<file path="config.mk">
export PLATFORM = sky130hd
export DESIGN_NAME = ctrl_pipe_skid_flat
export DESIGN_NICKNAME = d
export VERILOG_FILES = /design/src/rtl/ctrl_pipe_skid_if.sv /design/src/rtl/ctrl_pipe_skid.sv /design/src/flat_wrapper.sv
export SDC_FILE = /design/constraint.sdc
export NUM_CORES = 1
export LEC_CHECK = 0
export BUFFER_PORTS_ARGS = -buffer_cell sky130_fd_sc_hd__buf_2
export CAP_MARGIN = 10
export CELL_PAD_IN_SITES_DETAIL_PLACEMENT = 0
export CELL_PAD_IN_SITES_GLOBAL_PLACEMENT = 2
export CORE_MARGIN = 2
export CORE_UTILIZATION = 27
export DETAILED_ROUTE_END_ITERATION = 10
export PLACE_DENSITY_LB_ADDON = 0.1
export SLEW_MARGIN = 20
export SYNTH_ARGS = -nofsm -noshare
export SYNTH_HDL_FRONTEND = slang
export SYNTH_SLANG_ARGS = --single-unit
export TNS_END_PERCENT = 5
</file>
<file path="constraint.sdc">
create_clock -name clk -period 1.27 [get_ports clk]
set_clock_uncertainty 0.15 [all_clocks]
set_input_delay 0.127 -clock clk [delete_from_list [all_inputs] [get_ports clk]]
set_output_delay 0.127 -clock clk [all_outputs]
set_load 0.01 [all_outputs]
</file>
<file path="src/rtl/ctrl_pipe_skid_if.sv">
// Valid/ready handshake bundle carrying one WIDTH-bit control word.
// The master drives valid/data, the slave drives ready.
interface ctrl_pipe_skid_if #(
    parameter int WIDTH = 13
);
    logic             valid;
    logic             ready;
    logic [WIDTH-1:0] data;

    modport master (output valid, output data, input ready);
    modport slave  (input valid, input data, output ready);
endinterface

</file>
<file path="src/rtl/ctrl_pipe_skid.sv">
// Control-word pipeline stage with valid/ready handshake, flush-to-bubble and an
// optional 2-entry skid buffer. Empty entries always hold CLEAR_VAL.
module ctrl_pipe_skid #(
    parameter int               WIDTH     = 13,
    parameter logic [WIDTH-1:0] CLEAR_VAL = {WIDTH{1'b0}},
    parameter bit               SKID      = 1'b1
) (
    input  logic              clk,
    input  logic              reset,
    input  logic              flush,
    ctrl_pipe_skid_if.slave   up,
    ctrl_pipe_skid_if.master  dn,
    output logic [1:0]        occupancy
);

    typedef enum logic [1:0] {
        EMPTY = 2'd0,
        ONE   = 2'd1,
        FULL  = 2'd2
    } state_t;

    state_t           state_r, state_nx;
    logic [WIDTH-1:0] main_r, main_nx;
    logic [WIDTH-1:0] skid_r, skid_nx;
    logic             valid_r;
    logic             ready_r;
    logic             in_ready_s;
    logic             accept_s;
    logic             deliver_s;

    // Handshake events; the skid variant takes in_ready straight from a flop.
    always_comb begin
        in_ready_s = SKID ? ready_r : (~valid_r | dn.ready);
        accept_s   = up.valid & in_ready_s;
        deliver_s  = valid_r & dn.ready;
    end

    // Next-state and next-data: flush wins over any handshake in the same cycle.
    always_comb begin
        state_nx = state_r;
        main_nx  = main_r;
        skid_nx  = skid_r;
        if (flush) begin
            state_nx = EMPTY;
            main_nx  = CLEAR_VAL;
            skid_nx  = CLEAR_VAL;
        end else begin
            case (state_r)
                EMPTY: begin
                    if (accept_s) begin
                        main_nx  = up.data;
                        state_nx = ONE;
                    end else begin
                        main_nx  = CLEAR_VAL;
                    end
                end
                ONE: begin
                    if (accept_s && deliver_s) begin
                        main_nx  = up.data;
                    end else if (accept_s) begin
                        skid_nx  = up.data;
                        state_nx = FULL;
                    end else if (deliver_s) begin
                        main_nx  = CLEAR_VAL;
                        state_nx = EMPTY;
                    end else begin
                        state_nx = ONE;
                    end
                end
                FULL: begin
                    if (deliver_s) begin
                        main_nx  = skid_r;
                        skid_nx  = CLEAR_VAL;
                        state_nx = ONE;
                    end else begin
                        state_nx = FULL;
                    end
                end
                default: begin
                    state_nx = EMPTY;
                    main_nx  = CLEAR_VAL;
                    skid_nx  = CLEAR_VAL;
                end
            endcase
        end
    end

    // State/data registers with synchronous reset; valid and ready are registered copies.
    always_ff @(posedge clk) begin
        if (reset) begin
            state_r <= EMPTY;
            main_r  <= CLEAR_VAL;
            skid_r  <= CLEAR_VAL;
            valid_r <= 1'b0;
            ready_r <= 1'b1;
        end else begin
            state_r <= state_nx;
            main_r  <= main_nx;
            skid_r  <= skid_nx;
            valid_r <= (state_nx != EMPTY);
            ready_r <= (state_nx != FULL);
        end
    end

    assign up.ready  = in_ready_s;
    assign dn.valid  = valid_r;
    assign dn.data   = main_r;
    assign occupancy = state_r;

endmodule
</file>
<file path="src/flat_wrapper.sv">
// flat-port wrapper written by rule: the top's interface ports become plain ports
module ctrl_pipe_skid_flat 
#(
    parameter int               WIDTH     = 13,
    parameter logic [WIDTH-1:0] CLEAR_VAL = {WIDTH{1'b0}},
    parameter bit               SKID      = 1'b1
)
  (clk, reset, flush, occupancy, up_valid, up_data, up_ready, dn_valid, dn_data, dn_ready);
  ctrl_pipe_skid_if #(.WIDTH(WIDTH)) up_i ();
  ctrl_pipe_skid_if #(.WIDTH(WIDTH)) dn_i ();
  input  logic clk;
  input  logic reset;
  input  logic flush;
  output logic [1:0] occupancy;
  input wire logic [$bits(up_i.valid)-1:0] up_valid;
  input wire logic [$bits(up_i.data)-1:0] up_data;
  output wire logic [$bits(up_i.ready)-1:0] up_ready;
  output wire logic [$bits(dn_i.valid)-1:0] dn_valid;
  output wire logic [$bits(dn_i.data)-1:0] dn_data;
  input wire logic [$bits(dn_i.ready)-1:0] dn_ready;
  assign up_i.valid = up_valid;
  assign up_i.data = up_data;
  assign up_ready = up_i.ready;
  assign dn_valid = dn_i.valid;
  assign dn_data = dn_i.data;
  assign dn_i.ready = dn_ready;
  ctrl_pipe_skid #(.WIDTH(WIDTH), .CLEAR_VAL(CLEAR_VAL), .SKID(SKID)) u_core (.clk(clk), .reset(reset), .flush(flush), .up(up_i), .dn(dn_i), .occupancy(occupancy));
endmodule
</file>
# After elaboration in Yosys (flattened, before gate mapping)
# Cells that the tools add are included.
totals:
  register_bits: 30
  inputBits: 18
  word_cells: 38
op_classes:
  n_eq_ne: 8
  mux: 16
  bitwise_logic: 3
  reduce_logical: 6
ops:
  columns: ["operator", "count"]
  rows:
  - ["$mux W13", 7]
  - ["$pmux W13 S3", 2]
  - ["$mux W2", 5]
  - ["$pmux W2 S3", 1]
  - ["$ne A2 B1 Y1 const B", 2]
  - ["$ne A2 B2 Y1 const B", 2]
  - ["$reduce_and A4 Y1", 1]
  - ["$ne A3 B1 Y1 const B", 1]
  - ["$ne A3 B3 Y1 const B", 1]
  - ["$reduce_and A3 Y1", 1]
  - ["$and A1 B1 Y1", 2]
  - ["$eq A2 B1 Y1 const B", 1]
  - ["$eq A2 B2 Y1 const B", 1]
  - ["$logic_not A2 Y1", 1]
  - ["$reduce_bool A2 Y1", 1]
  - ["$reduce_or A2 Y1", 1]
  - ["$logic_and A1 B1 Y1", 1]
  - ["$mux W1", 1]
  - ["$not A1 Y1", 1]

# Longest topological paths before layout
depth:
  depth_word: 7
  mapped_depth: 6
  mapped_depth_nobuf: 4

# Worst setup path before layout
# Ideal clock, no wire load.
synth_timing:
  path_type: "reg2reg"
  from: "register u_core.state_r[0], in the netlist u_core.occupancy[0]"
  to: "register u_core.main_r[3], in the netlist u_core.dn.data[3]"
  setup_time_ps: 128
  t_arrival_ps: 1204
  setup_slack_ps: -212
  path_stages_with_launch: 6
  n_path_buf: 1
  period_less_slack_ps: 1482
  cell_sequence: "dfxtp_1 > a21boi_4 > nor3_2 > buf_6 > a222oi_1 > nor2_1"
synth_via:
  elab_chain_len: 3
  word_cells_on_any_way: 8
  cone_classes: "eq/ne (5); mux (1); reduce/logical (2)"
synth_rtl:
  columns: ["item", "line_no", "rtl"]
  rows:
  - ["from (decl)", "ctrl_pipe_skid.sv:22", "state_t state_r, state_nx;"]
  - ["from (signal assigned)", "ctrl_pipe_skid.sv:97", "state_r <= state_nx;"]
  - ["$eq A2 B1 Y1 or $eq A2 B2 Y1 (tied branches)", "ctrl_pipe_skid.sv:48", "case (state_r)"]
  - ["$ne A3 B3 Y1 (no source line), or another cell as far along", null, null]
  - ["$reduce_and A3 Y1 (no source line)", null, null]
  - ["to (signal assigned)", "ctrl_pipe_skid.sv:98", "main_r <= main_nx;"]
  - ["to (decl)", "ctrl_pipe_skid.sv:23", "logic [WIDTH-1:0] main_r, main_nx;"]
# Parallel ways exist; a longest one is shown, timed or not.
# A chain may end at the register's enable or synchronous reset.

# Worst setup path after layout
layout_timing:
  from: "register u_core.state_r[0], in the netlist u_core.occupancy[0]"
  to: "register u_core.main_r[0], in the netlist u_core.dn.data[0]"
# The elaborated chain is that of the path after synthesis.

==> metrics.log <==
[metrics] outcome: finished, violations left
[metrics] failing checks: negative setup slack
[metrics] fraction of post-synthesis cell area in the top cell type by area: 0.4829
[metrics] Setup WS post-layout: -0.2624 ns
[metrics] count of cell types in the netlist: 23
[metrics] Synth Area per Inst: 9.871 µm²
[metrics] areal power density over the cells: 1099 nW/µm²
[metrics] kind of cell adding the most delay to the critical path: compound AO/OA/AOI/OAI gates
[metrics] cells taking the most area after synthesis: dfxtp_1 (48%), a222oi_1 (10%), mux2i_1 (10%)
[metrics] maximum vdd drop: 0.0004166 V
[metrics] cell count of the worst reg-to-reg path: 6
[metrics] worst reg-to-reg setup slack: -0.26 ns
[metrics] CP Data Required Time: 1.28 ns
[metrics] number of sinks on the clock net: 30
[metrics] I/O pin total: 35
[metrics] Min-Delay Endpoint: u_core.dn.valid
[metrics] endpoints failing setup: 30
[metrics] total vias in the final route: 1169
[metrics] pre-CTS WS: -0.4633 ns
[metrics] Die Area: 5165 µm²
[metrics] remaining antenna violation count after routing: 0
[metrics] CTS tree: built
[metrics] most frequent standard cell in the layout excluding fill and tap cells: buf_2
[metrics] chip width: 71.87 µm
[metrics] placer's final routability congestion estimate: 0.7814
[metrics] FF+latch count, synth: 30
[metrics] total power consumption of the routed design: 2.045 mW
[metrics] sum of net half-perimeters after detailed placement: 2.213 mm
[metrics] hold path startpoint: up_valid
[metrics] number of rows in the core area: 24
[metrics] worst-path cell chain: buf_6, a21boi_4, nor3_4, buf_6, a222oi_1, nor2_1
[metrics] count of input and output buffers: 34
[metrics] synthesized netlist cell count: 126
[metrics] slowest stage cell, crit path: dfxtp_2
[metrics] signal arrival time at the worst endpoint: 1.55 ns
[metrics] number of design-rule violations left by the first detailed-router iteration: 51
[metrics] highest-count cells in the layout ignoring fill and taps: buf_2 (33), dfxtp_1 (27), nand2_1 (26)
[metrics] Max Slew Vio Count: 0
[metrics] portion of the clock cycle consumed by the worst path in the final layout: 1.207
[metrics] total detailed-routing wirelength: 3.488 mm
[metrics] maximum single-stage delay on the critical path: 0.35 ns
[metrics] post-synthesis instance area: 1244 µm²
[metrics] Initial Util: 0.2837
[metrics] CTS root buf: clkbuf_8
[metrics] number of clock buffers inserted by TritonCTS: 5
[metrics] number of iterations in the first detailed-routing pass: 5
[metrics] wire per inst: 14.30 µm
[metrics] total nets after synthesis: 144
[metrics] Final Critical Period: 1.532 ns
[metrics] post-route DRC violation count: 0
[metrics] total global routing overflow: 0
[metrics] critical path type: flip-flop to flip-flop
[metrics] via/cell ratio: 4.791
[metrics] launch instance of the worst register-to-register path: u_core.occupancy[0]
[metrics] most used cell along the critical path: buf_6
[metrics] via count of the first global-routing pass: 1185
[metrics] worst hold stages: 4
[metrics] Hold Vio Cnt, Final: 0
[metrics] Max-slew headroom: 0.6584
[metrics] leakage power total: 0.7677 nW
[metrics] chip height: 71.87 µm
[metrics] count of yosys warnings during synthesis: 0
[metrics] Slew @ Worst Pin: 0.5112 ns
[metrics] fin nets: 209
[metrics] number of buffer and inverter stages on the critical path: 2
[metrics] maximum clock insertion buffer count: 2
[metrics] type of origin of the critical path: flip-flop
[metrics] critical-path maximum fanout: 7
[metrics] cell type contributing the most total cell area after synthesis: dfxtp_1
[metrics] number of cells on the critical path: 6
[metrics] Worst Setup End Kind: flip-flop
[metrics] global-route wire length before repair: 5.685 mm
[metrics] Worst R2R End: u_core.dn.data[0]
[metrics] H-tree level count: 2
[metrics] sequential fraction of the synthesis area: 0.4829
[metrics] max-capacitance violation count: 0
[metrics] Inserted Diodes: 0
[metrics] worst skew pair latency: 0.28 ns
[metrics] highest achievable clock rate: 652.6 MHz
[metrics] overall fraction of global-route tracks in use: 0.1461
[metrics] share of layout cells above drive strength 1: 0.3854
[metrics] Std-Cell Core Area: 4384 µm²
[metrics] number of antenna violations at the first check in global routing: 0
[metrics] largest net degree at the start of global routing: 16
[metrics] RSZ-0062 raised after global routing: yes
[metrics] Area Growth Syn to Fin: 49.60%
[metrics] Min-Delay Path Class: input pin to flip-flop
[metrics] clock-pin slew on the worst setup and hold paths: 0.06 ns
[Yosys cell counts, drive strengths merged]
cell type and n:
clkbuf 1, dfxtp 30, nor2 19, o21a 2, a21oi 2, nand2 28, a31oi 1, nor3 1
mux2i 13, inv 1, or2b 1, nand3 1, a21boi 2, a222oi 13, nand2b 1, o21ai 1
buf 7, xor2 1, or2 1
[sequential cells by signal, indices dropped and copies added, names as in the netlist]
| name | cells |
|---|---|
| u_core.occupancy | 2 |
| u_core.dn.data | 13 |
| u_core.dn.valid | 1 |
| u_core.up.ready | 1 |
| u_core.skid_r | 13 |
[where the power goes]
part / switching, mW / internal (mW)
combinational: 0.134 / 0.160
sequential: 0.0116 / 0.958
clock: 0.345 / 0.436
total: 0.491 / 1.55
[worst max path at each step]
stage | end | from | slack, ns
final | u_core.dn.data[0] | u_core.occupancy[0] | -0.26
after global routing | u_core.dn.data[0] | u_core.occupancy[0] | -0.33
after CTS | u_core.dn.data[0] | u_core.occupancy[0] | -0.27
after detailed placement | u_core.skid_r[5] | u_core.dn.valid | -0.46
after global placement | u_core.skid_r[0] | u_core.dn.valid | -0.43
after floorplan | u_core.dn.data[3] | u_core.occupancy[0] | -0.12
[timing repair]
item | 4_1_cts | 5_1_grt
hold endpoints to repair | 26 | 0
pin swaps | 10 | 6
hold buffers | 13 | 0
endpoints found under the setup margin | 30 | 31
resized for setup | 8 | 5
setup buffers | 5 | 3
[worst register-to-register path, cell delays in order (launching register included)]
cell	delay, ns
dfxtp_2	0.35
buf_6	0.10
a21boi_4	0.20
nor3_4	0.06
buf_6	0.14
a222oi_1	0.35
nor2_1	0.08
[kinds of logic after synthesis]
logic type	synth area share
flops	0.4829
simple gates	0.1871
compound gates	0.1640
buf+inv	0.05431
xor+xnor	0.007044
mux	0.1046
[per-stage QoR]
stage | hold slack [ns] | util | cells | TNS [ns] | area (µm²)
CTS | 0.1185 | 0.4195 | 242 | -6.687 | 1839
global route | 0.1264 | 0.4244 | 244 | -8.103 | 1861
detailed placement | 0.2429 | 0.3485 | 216 | -11.19 | 1528
floorplan | 0.1191 | - | 126 | -2.043 | 1254
global placement | 0.2355 | 0.3485 | 216 | -10.72 | 1528
finish | 0.1250 | 0.4244 | 244 | -6.073 | 1861
[area by class of cell]
| cell class | count | area [µm²] |
|---|---|---|
| fillers | 444 | 2524 |
| flip-flops and latches | 30 | 606.8 |
| multi-input cells | 87 | 593.1 |
| repair buffers | 66 | 500.5 |
| clock buffers | 7 | 86.33 |
| well taps | 52 | 65.06 |
| clock inverters | 1 | 5.005 |
| inverters | 1 | 3.754 |
[metal layers]
layer  wire (µm)  up-vias  global-route usage
li1            -      578                   -
met1        1605      560              0.1782
met2        1657       26              0.2325
met3         172        5             0.04923
met4          53        0             0.06709
met5           0        -                   0
Note: power is estimated with default switching activity, not from simulation.
